==> config.mk <==
export PLATFORM = sky130hd
export DESIGN_NAME = pll_seq_ctrl
export DESIGN_NICKNAME = d
export VERILOG_FILES = /design/src/rtl/pll_seq_ctrl.sv
export SDC_FILE = /design/constraint.sdc
export NUM_CORES = 1
export LEC_CHECK = 0
export ABC_AREA = 0
export CAP_MARGIN = 25
export CELL_PAD_IN_SITES_DETAIL_PLACEMENT = 0
export CELL_PAD_IN_SITES_GLOBAL_PLACEMENT = 2
export CORE_ASPECT_RATIO = 2
export CORE_MARGIN = 2
export CORE_UTILIZATION = 38
export CTS_BUF_LIST = sky130_fd_sc_hd__clkbuf_8
export DETAILED_ROUTE_END_ITERATION = 10
export HOLD_SLACK_MARGIN = 0.03
export PLACE_DENSITY_LB_ADDON = 0.1
export RECOVER_POWER = 50
export SLEW_MARGIN = 10
export SYNTH_ARGS = -nofsm -noshare
export SYNTH_HDL_FRONTEND = slang
export SYNTH_SLANG_ARGS = --single-unit
==> constraint.sdc <==
create_clock -name clk -period 4.5 [get_ports clk]
set_input_delay 0.675 -clock clk [delete_from_list [all_inputs] [get_ports clk]]
set_output_delay 0.675 -clock clk [all_outputs]
set_load 0.02 [all_outputs]
==> src/rtl/pll_seq_ctrl.sv <==
// pll_seq_ctrl: power-up sequencer and dynamic phase-shift controller for the
// SDRAM PLL. Holds the PLL in reset, qualifies LOCK, raises sys_ready and
// serialises phase-step requests onto PSSEL/PSDIR/PSPULSE.
// Clocked from the free-running board clock, never from a PLL output.
// Build option: define PLL_SEQ_RELOCK_EN to relock automatically after lock
// loss; otherwise lock loss parks the controller in FAULT until rst.
module pll_seq_ctrl #(
  parameter int unsigned RST_CYCLES   = 16,
  parameter int unsigned LOCK_STABLE  = 1024,
  parameter int unsigned LOCK_TIMEOUT = 65535,
  parameter int unsigned PULSE_WIDTH  = 4,
  parameter int unsigned PH_W         = 4
) (
  input  logic              clk,
  input  logic              rst,
  input  logic              pll_lock,
  output logic              pll_reset,
  output logic [2:0]        pll_pssel,
  output logic              pll_psdir,
  output logic              pll_pspulse,
  input  logic              ps_req,
  input  logic [2:0]        ps_ch,
  input  logic              ps_dir,
  output logic              ps_ack,
  output logic              ps_err,
  output logic              ps_busy,
  output logic              sys_ready,
  output logic [3*PH_W-1:0] phase_pos,
  output logic [7:0]        relock_cnt
);

  localparam int unsigned RW  = $clog2(RST_CYCLES + 1);
  localparam int unsigned PWW = $clog2(PULSE_WIDTH + 1);
  localparam int unsigned CW  = (RW > PWW) ? RW : PWW;
  localparam int unsigned SW  = $clog2(LOCK_STABLE + 1);
  localparam int unsigned TW  = $clog2(LOCK_TIMEOUT + 1);

  typedef enum logic [2:0] {
    S_RESET,
    S_WAIT_LOCK,
    S_RUN,
    S_PS_SETUP,
    S_PS_LOW,
    S_PS_HOLD,
    S_FAULT
  } state_t;

  state_t            state_q;
  logic [1:0]        sync_q;
  logic              lock_s;
  logic              lock_lost_c;
  logic [CW-1:0]     cnt_q;
  logic [SW-1:0]     stable_q;
  logic [TW-1:0]     tmo_q;
  logic [1:0]        ch_q;
  logic              psdir_q;
  logic              pll_reset_q;
  logic              pspulse_q;
  logic              ps_ack_q;
  logic              ps_err_q;
  logic              ps_busy_q;
  logic              sys_ready_q;
  logic [PH_W-1:0]   phase_q [3];
  logic [7:0]        relock_q;

  // Two-flop synchroniser for the asynchronous PLL LOCK pin
  always_ff @(posedge clk) begin
    if (rst) sync_q <= 2'b00;
    else     sync_q <= {sync_q[0], pll_lock};
  end

  assign lock_s = sync_q[1];

  // Lock loss only matters once the PLL has been qualified
  assign lock_lost_c = !lock_s && (state_q == S_RUN || state_q == S_PS_SETUP ||
                                   state_q == S_PS_LOW || state_q == S_PS_HOLD);

  // Sequencer FSM with all outputs registered
  always_ff @(posedge clk) begin
    if (rst) begin
      state_q     <= S_RESET;
      cnt_q       <= '0;
      stable_q    <= '0;
      tmo_q       <= '0;
      ch_q        <= '0;
      psdir_q     <= 1'b0;
      pll_reset_q <= 1'b1;
      pspulse_q   <= 1'b1;
      ps_ack_q    <= 1'b0;
      ps_err_q    <= 1'b0;
      ps_busy_q   <= 1'b1;
      sys_ready_q <= 1'b0;
      phase_q     <= '{default: '0};
      relock_q    <= '0;
    end else begin
      ps_ack_q <= 1'b0;
      ps_err_q <= 1'b0;
      if (lock_lost_c) begin
        // Abort any in-flight step; the pulse pin returns to idle
        if (relock_q != 8'hFF) relock_q <= relock_q + 8'd1;
        phase_q     <= '{default: '0};
        pspulse_q   <= 1'b1;
        sys_ready_q <= 1'b0;
        ps_busy_q   <= 1'b1;
        cnt_q       <= '0;
`ifdef PLL_SEQ_RELOCK_EN
        state_q     <= S_RESET;
        pll_reset_q <= 1'b1;
`else
        state_q     <= S_FAULT;
        pll_reset_q <= 1'b0;
`endif
      end else begin
        case (state_q)
          S_RESET: begin
            phase_q <= '{default: '0};
            if (cnt_q == CW'(RST_CYCLES - 1)) begin
              state_q     <= S_WAIT_LOCK;
              cnt_q       <= '0;
              stable_q    <= '0;
              tmo_q       <= '0;
              pll_reset_q <= 1'b0;
            end else begin
              cnt_q <= cnt_q + CW'(1);
            end
          end
          S_WAIT_LOCK: begin
            if (lock_s && stable_q == SW'(LOCK_STABLE - 1)) begin
              state_q     <= S_RUN;
              sys_ready_q <= 1'b1;
              ps_busy_q   <= 1'b0;
            end else if (tmo_q == TW'(LOCK_TIMEOUT - 1)) begin
              state_q     <= S_RESET;
              cnt_q       <= '0;
              pll_reset_q <= 1'b1;
            end else begin
              stable_q <= lock_s ? stable_q + SW'(1) : '0;
              tmo_q    <= tmo_q + TW'(1);
            end
          end
          S_RUN: begin
            if (ps_req) begin
              if (ps_ch <= 3'd2) begin
                state_q   <= S_PS_SETUP;
                cnt_q     <= '0;
                ch_q      <= ps_ch[1:0];
                psdir_q   <= ps_dir;
                ps_busy_q <= 1'b1;
              end else begin
                ps_ack_q <= 1'b1;
                ps_err_q <= 1'b1;
              end
            end
          end
          S_PS_SETUP: begin
            if (cnt_q == CW'(PULSE_WIDTH - 1)) begin
              state_q   <= S_PS_LOW;
              cnt_q     <= '0;
              pspulse_q <= 1'b0;
            end else begin
              cnt_q <= cnt_q + CW'(1);
            end
          end
          S_PS_LOW: begin
            if (cnt_q == CW'(PULSE_WIDTH - 1)) begin
              state_q   <= S_PS_HOLD;
              cnt_q     <= '0;
              pspulse_q <= 1'b1;
            end else begin
              cnt_q <= cnt_q + CW'(1);
            end
          end
          S_PS_HOLD: begin
            if (cnt_q == CW'(PULSE_WIDTH - 1)) begin
              state_q   <= S_RUN;
              cnt_q     <= '0;
              ps_ack_q  <= 1'b1;
              ps_busy_q <= 1'b0;
              for (int n = 0; n < 3; n++) begin
                if (ch_q == 2'(n))
                  phase_q[n] <= psdir_q ? phase_q[n] + PH_W'(1) : phase_q[n] - PH_W'(1);
              end
            end else begin
              cnt_q <= cnt_q + CW'(1);
            end
          end
          S_FAULT: begin
            pll_reset_q <= 1'b0;
          end
          default: begin
            state_q     <= S_RESET;
            cnt_q       <= '0;
            pll_reset_q <= 1'b1;
            ps_busy_q   <= 1'b1;
            sys_ready_q <= 1'b0;
          end
        endcase
      end
    end
  end

  assign pll_reset   = pll_reset_q;
  assign pll_pssel   = {1'b0, ch_q};
  assign pll_psdir   = psdir_q;
  assign pll_pspulse = pspulse_q;
  assign ps_ack      = ps_ack_q;
  assign ps_err      = ps_err_q;
  assign ps_busy     = ps_busy_q;
  assign sys_ready   = sys_ready_q;
  assign phase_pos   = {phase_q[2], phase_q[1], phase_q[0]};
  assign relock_cnt  = relock_q;

endmodule
==> out/qor.yml, run 1 <==
status: "complete, no violations"
worstSkewPairLatency_ns: 0.35
p_int_mw: 0.923
start_kind: "register"
setup_tns_ns: 0
grt_use_total: 0.196
crit_fanout: 18
synth.distinct_cells: 65
path_depth: 4
start_util: 0.390
dieArea_mm2: 0.0105
post-route-drc-count: 0
wl_met2_mm: 5.22
place.gp.congestion: 0.774
n_antenna_cell: 0
crit_path_end_kind: "register"
dpl.hpwl_mm: 6.84
num_rows: 50
layout.nets: 480
crit_family: "simple AND/OR/NAND/NOR gates"
synth.ff_latch_count: 66
cts_tree: "built"
ys_seq_area_frac: 0.361
root_buffer: "clkbuf_8"
die_y_um: 143
cts.sinks: 66
p_clk_frac: 0.399
stdcell_count: 565
cts_hold_buf: 0
clock_path_buffers: 2
r2r_cells: 4
wl_met1_mm: 3.79
cp_slowest_cell: "nor3b_1"
synthArstFlopShare: 0
ir_worst_vdd_mv: 0.191
required_ns: 4.77
drive_gt1_frac: 0.0564
coreArea_mm2: 0.00938
cp.arrival_ns: 3.24
syn_to_final_growth_pct: 15.6
die_w_um: 73.4
grt_pass1_wl_mm: 15.7
syn-num-nets: 457
overflow: 0
num_io_pins: 38
synth_most_common_cell: "dfxtp_1"
leakage_nw: 1.57
netlist.area_leader.share: 0.361
synthesis.instances: 433
fmax_mhz: 338
io_buffers: 36
yosys_warnings: 0
worstMarginPinSlew_ns: 1.27
switchingPower_mw: 0.339
yosys_most_used_dff: "dfxtp_1"
finalCritPeriodShare: 0.658
skew_ns: 0.00516
postSynthAreaPerCell_um2: 8.45
path_cells: "nor3b_1 -> a31oi_2 -> or3_1 -> a21oi_1"
rsz0062_at_grt: "no"
post_cts_resized: 0
grt_start_max_net_pins: 30
totalWireLength_mm: 9.44
holdCritPathClass: "reg2reg"
holdWs_ns: 0.459
wl_met3_um: 262
top_layer_used: "met4"
wl_per_cell_um: 16.7
antenna_found_initial: 0
cts_setup_buffers: 0
critPathBufInv: 0
synth_top_area_cell: "dfxtp_1"
p_comb_frac: 0.109
synth.area.top_cells: "dfxtp_1 36%, nor2_1 4.7%, ha_1 4.4%"
htreeDepth: 3
power_per_cell_area_mw_per_mm2: 299
first_pass_iters: 4
clk_pin_slew_worst_paths_ns: 0.07
ant_nets: 0
vias: 3190
placedCellCount: 549
via_per_inst: 5.65
maxCapViolCount: 0
synth_edf_count: 0
drv_slew: 0
cts_buffers: 9
netlist_area_mm2: 0.00366
setup_viol: 0
pwr-share-seq: 0.492
min_period_ns: 2.96
holdPathStages: 1
grt_pass1_vias: 3122
max_stage_delay_ns: 1.07
dr.first_iter.drc_count: 158
netSwitchingFraction: 0.269
critPathKind: "reg2reg"
hold_viol_final: 0
synth_commonest_cells: "66 x dfxtp_1, 46 x nor2_1, 26 x nand3_1, 24 x a21oi_1, 22 x nand2_1"
slew_headroom: 0.154
-- layer usage --
layer	vias to the layer above	GRT usage
met4	0	0.0651
met2	56	0.357
met3	11	0.0445
met5	-	0
li1	1632	-
met1	1491	0.217
-- power groups by stage --
| stage | Sequential (mW) | Combinational [mW] | Clock, mW |
|---|---|---|---|
| floorplan | 0.624 | 0.111 | 0 |
| global placement | 0.635 | 0.140 | 0 |
| finish | 0.621 | 0.138 | 0.503 |
| detailed placement | 0.634 | 0.141 | 0 |
| global route | 0.625 | 0.155 | 0.549 |
| CTS | 0.621 | 0.142 | 0.519 |
-- registers in the layout (all words and copies together) (netlist names) --
signal,cells
relock_cnt,8
pll_psdir,1
state_q,3
tmo_q,16
ps_err,1
ch_q,2
cnt_q,5
pll_pspulse,1
sync_q,2
stable_q,11
ps_busy,1
phase_pos,12
sys_ready,1
pll_reset,1
ps_ack,1
-- cell type report --
cell class	count	area, um2
timing repair buffer	38	372
tap	104	130
sequential	66	1320
inverter	11	41.3
clock buffer	11	151
fill	984	5160
multi-input combinational	330	2170
clock inverter	5	46.3
-- worst paths after layout --
kind	startpoint	end	slack [ns]
max	state_q[0]	stable_q[1]	1.54
max reg2reg	state_q[0]	stable_q[1]	1.54
min	sync_q[0]	sync_q[1]	0.46
min reg2reg	sync_q[0]	sync_q[1]	0.46
-- kinds of logic after synthesis --
family	share of synthesized area
simple gates	0.280
compound gates	0.173
flops	0.361
buf+inv	0.0452
xor+xnor	0.0503
fa+ha+maj	0.0609
mux	0.0281
other cells	0.00103
-- layout by cell type (no fill, tap or decap), types with 4 or more instances in the layout --
cell type,instances
nor4_1,5
clkbuf_8,11
ha_1,13
o31ai_1,6
mux2i_1,8
inv_1,14
dfxtp_1,66
o21ai_0,19
xor2_1,9
a31oi_1,5
nand2_1,22
nand3b_1,4
or3_1,8
dlygate4sd3_1,30
a22oi_1,5
nor2b_1,14
nand4_1,19
and3_1,6
a21oi_1,24
and2_1,4
nor3_1,9
nand3_1,26
nor2_1,46
xnor2_1,12
a21o_1,5
clkdlybuf4s50_1,6
nor3b_1,4
-- metrics by stage --
stage	cell area [um2]	util	setup slack [ns]	total power, mW
2_1_floorplan	3660	-	2.42	0.734
6_report	4230	0.451	1.54	1.26
3_3_place_gp	4040	0.430	1.52	0.775
3_5_place_dp	4040	0.430	1.48	0.775
4_1_cts	4240	0.451	1.85	1.28
5_1_grt	4230	0.451	1.28	1.33
Power figures use the tool's default switching activity.
==> inputs of run 2 (changes only) <==
Settings changed: CORE_UTILIZATION 38 to 36.
Clock period 4.5 ns to 2.8 ns, I/O delays scaled along.
==> out/qor.yml, run 2 (same netlist as run 1, synthesis figures left out) <==
totalWireLength_mm: 9.95  # was 9.44 mm
seqCellArea_mm2: 0.00132  # unchanged
clock_path_buffers: 2  # unchanged
netSwitchingFraction: 0.292  # was 0.269
required_ns: 3.06  # was 4.77 ns
p_comb_frac: 0.129  # was 0.109
max_stage_delay_ns: 0.66  # was 1.07 ns
drv_slew: 0  # unchanged
place.gp.congestion: 0.765  # was 0.774
fin_util: 0.431  # was 0.451
final_common_cell: "dfxtp_1"  # unchanged
start_util: 0.365  # was 0.390
die_w_um: 75.3  # was 73.4 um
fill_cells: 1081  # was 984
post-place-ws_ns: 0.338  # was 1.48 ns
overflow: 0  # unchanged
r2r_cells: 5  # was 4
htreeDepth: 3  # unchanged
path_cells: "clkbuf_1 -> nand2_1 -> o22ai_1 -> a41oi_1 -> a311oi_1"  # was nor3b_1 -> a31oi_2 -> or3_1 -> a21oi_1
root_buffer: "clkbuf_8"  # unchanged
cts_hold_buf: 0  # unchanged
first_pass_iters: 4  # unchanged
dieArea_mm2: 0.0110  # was 0.0105 mm2
ant_nets: 0  # unchanged
coreArea_mm2: 0.0100  # was 0.00938 mm2
worstSkewPairLatency_ns: 0.35  # about the same
cts.sinks: 66  # unchanged
n_antenna_cell: 0  # unchanged
reg2reg_from: "state_q[1]"  # was state_q[0]
post-route-drc-count: 0  # unchanged
critPathBufInv: 1  # was 0
cp_slowest_cell: "dfxtp_1"  # was nor3b_1
fmax_mhz: 403  # was 338 MHz
grt_use_total: 0.196  # about the same
grt_pass1_vias: 3290  # was 3122
cts_buffers: 9  # unchanged
num_rows: 52  # was 50
dr.first_iter.drc_count: 141  # was 158
ir_worst_vdd_mv: 0.218  # was 0.191 mV
crit_family: "compound AO/OA/AOI/OAI gates"  # was simple AND/OR/NAND/NOR gates
critPathLaunch: "state_q[1]"  # was state_q[0]
worst_slack_ns: 0.316  # was 1.54 ns
dpl_cell_area_mm2: 0.00418  # was 0.00404 mm2
worstMarginPinSlew_ns: 0.898  # was 1.27 ns
cp.arrival_ns: 2.74  # was 3.24 ns
post_cts_resized: 0  # unchanged
hold_viol_final: 0  # unchanged
grt_start_max_net_pins: 21  # was 30
syn_to_final_growth_pct: 18.0  # was 15.6%
path_depth: 5  # was 4
largest_reg_flops: 16  # unchanged
skew_ns: 0.00952  # was 0.00516 ns
vias: 3347  # was 3190
final_area_mm2: 0.00432  # was 0.00423 mm2
antenna_found_initial: 0  # unchanged
holdPathStages: 1  # unchanged
hold_start: "sync_q[0]"  # unchanged
holdCritPathClass: "reg2reg"  # unchanged
grt_pass1_wl_mm: 16.5  # was 15.7 mm
p_clk_frac: 0.366  # was 0.399
rsz0062_at_grt: "no"  # unchanged
start_kind: "register"  # unchanged
via_per_inst: 5.50  # was 5.65
layout.nets: 493  # was 480
dpl.hpwl_mm: 7.36  # was 6.84 mm
clk_pin_slew_worst_paths_ns: 0.08  # was 0.07 ns
largest-register: "tmo_q"  # unchanged
finalCritPeriodShare: 0.887  # was 0.658
crit_fanout: 15  # was 18
maxCapViolCount: 0  # unchanged
cts_setup_buffers: 0  # unchanged
num_io_pins: 38  # unchanged
power_mw: 1.96  # was 1.26 mW
leakage_nw: 1.60  # was 1.57 nW
final_cell_mix: "66 x dfxtp_1, 46 x nor2_1, 30 x dlygate4sd3_1, 26 x nand3_1, 24 x a21oi_1"  # unchanged
min_period_ns: 2.48  # was 2.96 ns
setup_viol: 0  # unchanged
power_per_cell_area_mw_per_mm2: 455  # was 299 mW/mm2
drive_gt1_frac: 0.0782  # was 0.0564
pwr-share-seq: 0.505  # was 0.492
switchingPower_mw: 0.573  # was 0.339 mW
status: "complete, no violations"  # unchanged
die_y_um: 147  # was 143 um
wl_per_cell_um: 16.4  # was 16.7 um
io_buffers: 36  # unchanged
p_int_mw: 1.39  # was 0.923 mW
cts_tree: "built"  # unchanged
crit_path_end_kind: "register"  # unchanged
critPathKind: "reg2reg"  # unchanged
multi_input_area_mm2: 0.00215  # was 0.00217 mm2
slew_headroom: 0.401  # was 0.154
setup_tns_ns: 0  # unchanged
-- run 2: changes by cell type in the layout (fill, tap and decap cells not counted), sizes merged --
| cell | delta |
|---|---|
| buf | +11 |
| clkinv | +3 |
| inv | -3 |
| bufinv | -1 |
| clkbuf | +1 |
| clkinvlp | +1 |
-- run 2: power groups by stage --
stage,sequential (mW),combinational (mW),clock [mW]
4_1_cts,0.990,0.262,0.749
5_1_grt,0.994,0.284,0.792
6_report,0.990,0.253,0.718
3_5_place_dp,1.01,0.261,0
3_3_place_gp,1.01,0.264,0
2_1_floorplan,1.00,0.178,0
-- run 2: final timing paths --
kind / to / slack [ns]
worst max-delay path: cnt_q[3] / 0.32
worst min-delay path: sync_q[1] / 0.45
worst min register to register: sync_q[1] / 0.45
worst max register to register: cnt_q[3] / 0.32
-- run 2: layer usage --
metal / GRT usage / routed length, um / vias up
met4: 0.0886 / 299 / 0
met5: 0 / 0 / -
li1: - / - / 1655
met2: 0.352 / 5480 / 72
met3: 0.0324 / 247 / 26
met1: 0.214 / 3920 / 1594
-- run 2: layout make-up --
class	count	share of cell area
sequential	66	0.306
timing repair buffer	51	0.107
inverter	11	0.00957
tap	135	0.0391
multi-input combinational	330	0.499
clock inverter	5	0.00725
clock buffer	10	0.0319
-- run 2: stage by stage --
stage                     hold slack (ns)  cells
after global placement              0.434    593
after detailed placement            0.428    593
final                               0.446    608
after global routing                0.461    608
after floorplan                     0.414    433
after CTS                           0.453    608
